## src/rtl/riscv_pkg.sv

```systemverilog
// rtl/riscv_pkg.sv - RV32I load/store funct3 encodings, LSU state enum and access-size helpers
package riscv_pkg;

  localparam logic [2:0] F3_B  = 3'b000;
  localparam logic [2:0] F3_H  = 3'b001;
  localparam logic [2:0] F3_W  = 3'b010;
  localparam logic [2:0] F3_BU = 3'b100;
  localparam logic [2:0] F3_HU = 3'b101;

  typedef enum logic [1:0] {
    IDLE,
    REQ,
    WAIT
  } lsu_state_t;

  // funct3[1:0] gives the access size; 1x (incl. the unsupported codes) means word.
  function automatic logic is_misaligned(input logic [2:0] f3, input logic [1:0] a);
    case (f3[1:0])
      2'b00:   return 1'b0;
      2'b01:   return a[0];
      default: return (a != 2'b00);
    endcase
  endfunction

  function automatic logic [3:0] byte_en(input logic [2:0] f3, input logic [1:0] a);
    case (f3[1:0])
      2'b00:   return 4'b0001 << a;
      2'b01:   return 4'b0011 << a;
      default: return 4'b1111;
    endcase
  endfunction

  function automatic logic [31:0] store_lanes(input logic [2:0] f3, input logic [31:0] sd);
    case (f3[1:0])
      2'b00:   return {4{sd[7:0]}};
      2'b01:   return {2{sd[15:0]}};
      default: return sd;
    endcase
  endfunction

endpackage

```

## src/rtl/lsu_load_align.sv

```systemverilog
// rtl/lsu_load_align.sv - selects the addressed byte/half of a read word and sign/zero extends it
module lsu_load_align
  import riscv_pkg::*;
#(
  parameter int XLEN = 32
) (
  input  logic [XLEN-1:0] rdata_i,
  input  logic [1:0]      addr_lo_i,
  input  logic [2:0]      funct3_i,
  output logic [XLEN-1:0] data_o
);

  logic [7:0]  byte_v;
  logic [15:0] half_v;

  always_comb begin
    case (addr_lo_i)
      2'd0:    byte_v = rdata_i[7:0];
      2'd1:    byte_v = rdata_i[15:8];
      2'd2:    byte_v = rdata_i[23:16];
      default: byte_v = rdata_i[31:24];
    endcase
    half_v = addr_lo_i[1] ? rdata_i[31:16] : rdata_i[15:0];
    case (funct3_i)
      F3_B:    data_o = {{(XLEN-8){byte_v[7]}}, byte_v};
      F3_BU:   data_o = {{(XLEN-8){1'b0}}, byte_v};
      F3_H:    data_o = {{(XLEN-16){half_v[15]}}, half_v};
      F3_HU:   data_o = {{(XLEN-16){1'b0}}, half_v};
      default: data_o = rdata_i;
    endcase
  end

endmodule

```

## src/rtl/mem_lsu.sv

```systemverilog
// rtl/mem_lsu.sv - RV32I memory stage: req/gnt/rvalid data port, registered write-back beat
module mem_lsu
  import riscv_pkg::*;
#(
  parameter int XLEN = 32,
  parameter int RD_W = 5
) (
  input  logic            clk,
  input  logic            rst_n,
  input  logic            ex_valid,
  output logic            ex_ready,
  input  logic [XLEN-1:0] ex_result,
  input  logic [XLEN-1:0] ex_store_data,
  input  logic            ex_is_load,
  input  logic            ex_is_store,
  input  logic [2:0]      ex_funct3,
  input  logic [RD_W-1:0] ex_rd,
  output logic            dmem_req,
  output logic            dmem_we,
  output logic [3:0]      dmem_be,
  output logic [XLEN-1:0] dmem_addr,
  output logic [XLEN-1:0] dmem_wdata,
  input  logic            dmem_gnt,
  input  logic            dmem_rvalid,
  input  logic [XLEN-1:0] dmem_rdata,
  output logic            wb_valid,
  output logic            wb_we,
  output logic [RD_W-1:0] wb_rd,
  output logic [XLEN-1:0] wb_data,
  output logic            wb_misalign
);

  lsu_state_t      state_q;
  logic            dmem_req_q, dmem_we_q;
  logic [3:0]      dmem_be_q;
  logic [XLEN-1:0] dmem_addr_q, dmem_wdata_q;
  logic [1:0]      addr_lo_q;
  logic [2:0]      funct3_q;
  logic            wb_valid_q, wb_we_q, wb_misalign_q;
  logic [RD_W-1:0] wb_rd_q;
  logic [XLEN-1:0] wb_data_q;
  logic [XLEN-1:0] load_val;
  logic            is_mem;
  logic            misal;

  assign is_mem = ex_is_load | ex_is_store;
  assign misal  = is_misaligned(ex_funct3, ex_result[1:0]);

  lsu_load_align #(.XLEN(XLEN)) u_align (
    .rdata_i   (dmem_rdata),
    .addr_lo_i (addr_lo_q),
    .funct3_i  (funct3_q),
    .data_o    (load_val)
  );

  // wb_rd_q doubles as the pending destination while an access is outstanding.
  always_ff @(posedge clk or negedge rst_n) begin
    if (!rst_n) begin
      state_q       <= IDLE;
      dmem_req_q    <= 1'b0;
      dmem_we_q     <= 1'b0;
      dmem_be_q     <= '0;
      dmem_addr_q   <= '0;
      dmem_wdata_q  <= '0;
      addr_lo_q     <= '0;
      funct3_q      <= '0;
      wb_valid_q    <= 1'b0;
      wb_we_q       <= 1'b0;
      wb_misalign_q <= 1'b0;
      wb_rd_q       <= '0;
      wb_data_q     <= '0;
    end else begin
      wb_valid_q    <= 1'b0;
      wb_we_q       <= 1'b0;
      wb_misalign_q <= 1'b0;
      case (state_q)
        IDLE: begin
          if (ex_valid) begin
            wb_rd_q <= ex_rd;
            if (!is_mem) begin
              wb_valid_q <= 1'b1;
              wb_we_q    <= (ex_rd != '0);
              wb_data_q  <= ex_result;
            end else if (misal) begin
              wb_valid_q    <= 1'b1;
              wb_misalign_q <= 1'b1;
              wb_data_q     <= ex_result;
            end else begin
              dmem_req_q   <= 1'b1;
              dmem_we_q    <= ex_is_store;
              dmem_be_q    <= byte_en(ex_funct3, ex_result[1:0]);
              dmem_addr_q  <= {ex_result[XLEN-1:2], 2'b00};
              dmem_wdata_q <= store_lanes(ex_funct3, ex_store_data);
              addr_lo_q    <= ex_result[1:0];
              funct3_q     <= ex_funct3;
              state_q      <= REQ;
            end
          end
        end
        REQ: begin
          if (dmem_gnt) begin
            dmem_req_q <= 1'b0;
            if (dmem_we_q) begin
              wb_valid_q <= 1'b1;
              state_q    <= IDLE;
            end else begin
              state_q <= WAIT;
            end
          end
        end
        WAIT: begin
          if (dmem_rvalid) begin
            wb_valid_q <= 1'b1;
            wb_we_q    <= (wb_rd_q != '0);
            wb_data_q  <= load_val;
            state_q    <= IDLE;
          end
        end
        default: state_q <= IDLE;
      endcase
    end
  end

  assign ex_ready    = (state_q == IDLE);
  assign dmem_req    = dmem_req_q;
  assign dmem_we     = dmem_we_q;
  assign dmem_be     = dmem_be_q;
  assign dmem_addr   = dmem_addr_q;
  assign dmem_wdata  = dmem_wdata_q;
  assign wb_valid    = wb_valid_q;
  assign wb_we       = wb_we_q;
  assign wb_rd       = wb_rd_q;
  assign wb_data     = wb_data_q;
  assign wb_misalign = wb_misalign_q;

endmodule
```

## config.mk

```make
export PLATFORM = sky130hd
export DESIGN_NAME = mem_lsu
export DESIGN_NICKNAME = d
export VERILOG_FILES = /design/src/rtl/riscv_pkg.sv /design/src/rtl/lsu_load_align.sv /design/src/rtl/mem_lsu.sv
export SDC_FILE = /design/constraint.sdc
export NUM_CORES = 1
export LEC_CHECK = 0
export ABC_AREA = 1
export CAP_MARGIN = 20
export CORE_UTILIZATION = 43
export DETAILED_ROUTE_END_ITERATION = 8
export DONT_BUFFER_PORTS = 1
export GPL_ROUTABILITY_DRIVEN = 0
export SYNTH_ARGS = -nofsm -noshare
export SYNTH_HDL_FRONTEND = slang
export SYNTH_HIERARCHICAL = 1
export SYNTH_SLANG_ARGS = --single-unit
```

## constraint.sdc

```tcl
create_clock -name clk -period 1.99 [get_ports clk]
set_clock_uncertainty 0.1 [all_clocks]
set_input_delay 0.398 -clock clk [delete_from_list [all_inputs] [get_ports clk]]
set_output_delay 0.398 -clock clk [all_outputs]
set_load 0.02 [all_outputs]
```

==> metrics.txt, run 1 <==
status complete, but fails checks; failing checks negative hold slack; power per cell area roughly 1400 nW/µm²; CP required between 2 and 2.5 ns; part of the Yosys area used for sequential elements a little under half; layout cells sized above 1 under 10%; Final Cycle Share a little over nine tenths; CTS Root Cell clkbuf_16; CTS Buf Count 17; CP Capture Type flop; area leader, netlist dfrtp_1; Die Y between 100 and 150 µm; EDFF count, synth 0; worst hold slack -0.4140 ns; synth warn 6; nets just over 1000; post-CTS setup repair buffer count 0; Global Route Usage Sum approximately a quarter; diodes inserted 0; Cell Count, Final, Fillers Out approximately 1100; Worst Path Buf+Inv 0; Setup crit start kind flop; # clock sinks 115; clk buf depth 2; post-synthesis async set-or-reset flop share 100.0%; setup TNS 0 ns; crit-path cells nand2_2, or2_1, nand3_4, nand3_1, nand2_1, nand2_1, nand3_1, nand2_1; DRC Markers 0; Setup violations, final 0; die width roughly 120 µm; CP delay by family, top simple AND/OR/NAND/NOR gates; Area Overhead vs Synth 16.76%; Die ar. 14720 µm²; share of the synthesized area in the top cell type 47.02%; syn_area_per_cell 6.979 µm²; Final Power 10.23 mW; Mapped Cells 877; drt total wl 17.91 mm; P_leak approximately 3.9 nW; critical path class reg -> reg; core footprint roughly 14000 µm²; largest cells by area after synthesis dfrtp_1 47%, nand2_1 30%, nand3_1 7.3%; Levels on crit path 8; Pre-antenna DRT Iters 5; Iter 0 DRT Violations between 300 and 400; Worst Tran Pin Value 0.5055 ns; row cnt 43; number of port buffers 0; vias per cell around 5.2; initial antenna violation count 0; Peak Freq 535.7 MHz; Initial Utilization ~44%; fin. max-slew vios 0; final hold violations 115; post-DP HPWL approximately 13 mm; Worst EP arrival around 2.1 ns; first-pass GRT wire length around 28 mm; Post-synth top cells 487 x nand2_1, 115 x dfrtp_1, 89 x nand3_1; vias in the first global route around 5400; Worst Reg-to-Reg Cells 8; worst-skew pair later-pin latency about 0.40 ns; wire per inst ~16 µm; highest fanout seen on the critical path 24; fin util 51.49%; ys flop type dfrtp_1; placed instance count slightly above 1000; cts hold-fix bufs 30; min-delay worst type in -> async; via count 5673; cell area after synthesis 6121 µm²; most common cell in the netlist nand2_1; Tmin final 1.867 ns; Max Cap Viol 0; pin count of the biggest net entering global routing roughly 120; Antenna Nets Post-Route 0; launch point of the worst reg-to-reg path addr_lo_q[0]; TritonCTS clock tree done; Distinct cells, synth 29; maximum VDD drop slightly below 0.0006 V; Clock transition at path regs about 0.050 ns; headroom to the max-slew limit between 60 and 70%; Yosys reg bits ~120; cell mode on critical path nand2_1; io pins 222; CP Launch Point addr_lo_q[0]; CP max stage delay between 0.5 and 0.6 ns; RSZ-0062 raised after global routing false; GRT Residual Overflow 0; slowest CP cell dfrtp_1; H-tree Lvls 4
power by group:
part / total (mW) / leakage (nW) / switching (mW) / internal, mW
Clock: 3.00 / 0.287 / 1.01 / 2.00
Sequential: 4.87 / 1.43 / 1.70 / 3.17
Combinational: 2.36 / 2.14 / 1.48 / 0.871
Total: 10.2 / 3.86 / 4.19 / 6.04
final cells by class:
cell class	instances	area [µm²]
clock inverters	4	70.07
clock buffers	27	513.0
fillers	1367	6734
flip-flops and latches	115	2879
inverters	23	86.33
multi-input cells	692	2908
well taps	180	225.2
repair buffers	47	465.4
cell families (layout without fill, tap and decap cells):
kind of cell | Yosys count | in the layout | share of synthesized area, %
AND/OR/NAND/NOR | 633 | 633 | 42.23
buffers and inverters | 71 | 101 | 5.744
flip-flops | 115 | 115 | 47.02
AO/OA/AOI/OAI | 57 | 57 | 4.947
other | 1 | 2 | 0.06127
registers in the layout, indices dropped and copies added, names as in the netlist, 2 cells and up:
| signal | count |
|---|---|
| dmem_wdata | 32 |
| dmem_addr | 30 |
| state_q | 2 |
| wb_data | 32 |
| funct3_q | 3 |
| dmem_be | 4 |
| wb_rd | 5 |
| addr_lo_q | 2 |
per-stage QoR:
stage               instance area, µm²  setup slack [ns]
CTS                               7133            0.1306
global route                      7147           0.01470
finish                            7147            0.1233
detailed placement                6250            0.1354
floorplan                         6125            0.3897
global placement                  6250            0.1623
what timing repair did:
| item | in CTS | in global routing |
|---|---|---|
| resized for setup | 0 | 4 |
| setup endpoints to repair | 0 | 6 |
| hold endpoints to repair | 145 | 115 |
path summary, 6_finish.rpt:
| kind | end | slack, ns |
|---|---|---|
| max | wb_data[8] | 0.12 |
| min | dmem_addr[17] | -0.41 |
| max reg2reg | wb_data[8] | 0.12 |
| min reg2reg | funct3_q[2] | 0.48 |
| max in group asynchronous | dmem_wdata[22] | 2.06 |
| min in group clk | dmem_wdata[3] | 0.02 |
metal layers:
layer / share of wire [%] / vias to the layer above / GRT usage, %
met4: 2.0 / 0 / 9.645
met1: 41 / 2613 / 30.57
met2: 47 / 241 / 39.13
met5: 0 / - / 0
li1: - / 2792 / -
met3: 9.9 / 27 / 9.070
placed cells by master (no fill, tap or decap), drive strengths merged:
master,Yosys,layout
nand2,491,491
nand3b,1,1
bufinv,0,2
clkinv,1,3
buf,29,17
o211ai,3,3
nor2,39,39
clkbuf,19,27
conb,1,2
dfrtp,115,115
o21a,2,2
a21oi,10,10
or2,1,1
nor3,3,3
and2,1,1
nand3,95,95
nand4,2,2
dlygate4sd3,0,30
o21ai,41,41
inv,22,22
o211a,1,1
Power figures use the tool's default switching activity.
==> run 2: changes to the inputs <==
- CORE_UTILIZATION: 43 -> 64
- PLACE_DENSITY: unset -> 0.8
==> metrics.txt, run 2 (same netlist as run 1, synthesis figures left out) <==
critical path class reg -> out; GRT Residual Overflow 0; DRC Markers 0; diodes inserted 0; pre-CTS WS between 0.2 and 0.25 ns; highest fanout seen on the critical path 4; # clock sinks around 120; cts hold-fix bufs 60; initial antenna violation count 0; Tmin final 1.863 ns; Clock transition at path regs approximately 0.06 ns; core footprint slightly above 9000 µm²; nets approximately 1000; Die ar. roughly 10000 µm²; Final Cell Area 7475 µm²; die width 99.80 µm; failing checks negative hold slack; Setup crit start kind flop; Die Y 99.80 µm; RSZ-0062 raised after global routing false; status complete, but fails checks; headroom to the max-slew limit ~59%; clk buf depth 2; Global Route Usage Sum a little under two fifths; first-pass GRT wire length around 29 mm; commonest non-fill, non-tap cell in the layout nand2_1; TritonCTS clock tree done; drt total wl ~19 mm; pin count of the biggest net entering global routing approximately 120; Peak Freq 536.7 MHz; dpl cell area around 6200 µm²; Pre-antenna DRT Iters 6; CTS Buf Count 17; min-delay worst type in -> async; maximum VDD drop about 0.00081 V; post-DP HPWL between 10 and 15 mm; CP required 1.49 ns; CTS Root Cell clkbuf_8; fin. max-slew vios 0; io pins between 200 and 250; layout cells sized above 1 7.970%; vias per cell about 6; Area Overhead vs Synth 22.12%; Setup violations, final 0; CP Capture Type primary output; vias in the first global route just over 6000; Antenna Nets Post-Route 0; via count 6253; row cnt 35; wire per inst 17.37 µm; Worst EP arrival 1.37 ns; fin util just over 80%; power per cell area around 1400 nW/µm²; Worst Slack Setup Final around 0.13 ns; P_leak around 4 nW; worst-skew pair later-pin latency 0.50 ns; Max Cap Viol 0; H-tree Lvls 4; Iter 0 DRT Violations between 500 and 600; Worst Tran Pin Value slightly above 0.6 ns; Initial Utilization 66.24%; Final Cycle Share between 90% and 100%; final hold violations 115; number of port buffers 0; worst hold slack -0.5136 ns; setup TNS 0 ns; most frequent cells in the layout 487 x nand2_1, 115 x dfrtp_1, 89 x nand3_1
## run 2: cell types whose count changed in the layout (fill, tap and decap cells not counted), sizes merged, moves of 2 or more
| cell | delta |
|---|---|
| buf | +2 |
| clkinvlp | +3 |
| bufinv | +3 |
| clkinv | +2 |
| dlygate4sd3 | +30 |
| clkbuf | -8 |
## run 2: power breakdown
| part | leakage [nW] | internal (mW) | total [mW] | switching [mW] |
|---|---|---|---|---|
| Combinational | 2.27 | 0.941 | 2.56 | 1.62 |
| Sequential | 1.44 | 3.16 | 4.86 | 1.70 |
| Clock | 0.304 | 2.19 | 3.27 | 1.08 |
## run 2: worst max-delay path: stages, from the launching register on
cell,delay (ns)
dfrtp_1,0.44
inv_2,0.08
nand2_1,0.09
inv_2,0.11
buf_4,0.15
## run 2: cell type report
class                      count  area [µm²]
sequential                   115        2878
timing repair buffer          79       780.7
inverter                      23       90.09
clock inverter                12       205.2
fill                         609        1765
multi-input combinational    693        2928
tap                          129       161.4
clock buffer                  19       431.7
## run 2: metrics by stage
step,instances,power (mW)
after CTS,1067,10.58
after global routing,1070,11.25
after detailed placement,976,7.158
after floorplan,878,6.537
final,1070,10.70
after global placement,976,7.016
## run 2: per-layer routing
metal  wire length [µm]  vias to the layer above  share of wire, %  global-route usage [%]
met5                  0                        -                 0                       0
li1                   -                     2862                 -                       -
met3               2069                       66                11                   11.28
met1               6819                     2873                37                   44.87
met4                630                        0               3.4                   21.83
met2               9062                      452                49                   61.54
## run 2: worst paths after layout
path,slack (ns),endpoint,start,cells past startpoint
max in group asynchronous,2.15,wb_data[11],rst_n,0
setup / recovery,0.13,ex_ready,state_q[0],4
setup reg to reg,0.13,wb_valid,state_q[0],8
min in group clk,0.02,dmem_wdata[15],ex_store_data[15],2
hold / removal,-0.51,wb_rd[4],rst_n,0
hold reg to reg,0.48,funct3_q[0],funct3_q[0],2
## run 2: what timing repair did
action                                 CTS  global route
endpoints found under the hold margin  172           115
gates resized for setup                  0             6
buffers inserted                         0             2
setup endpoints to repair                0             5
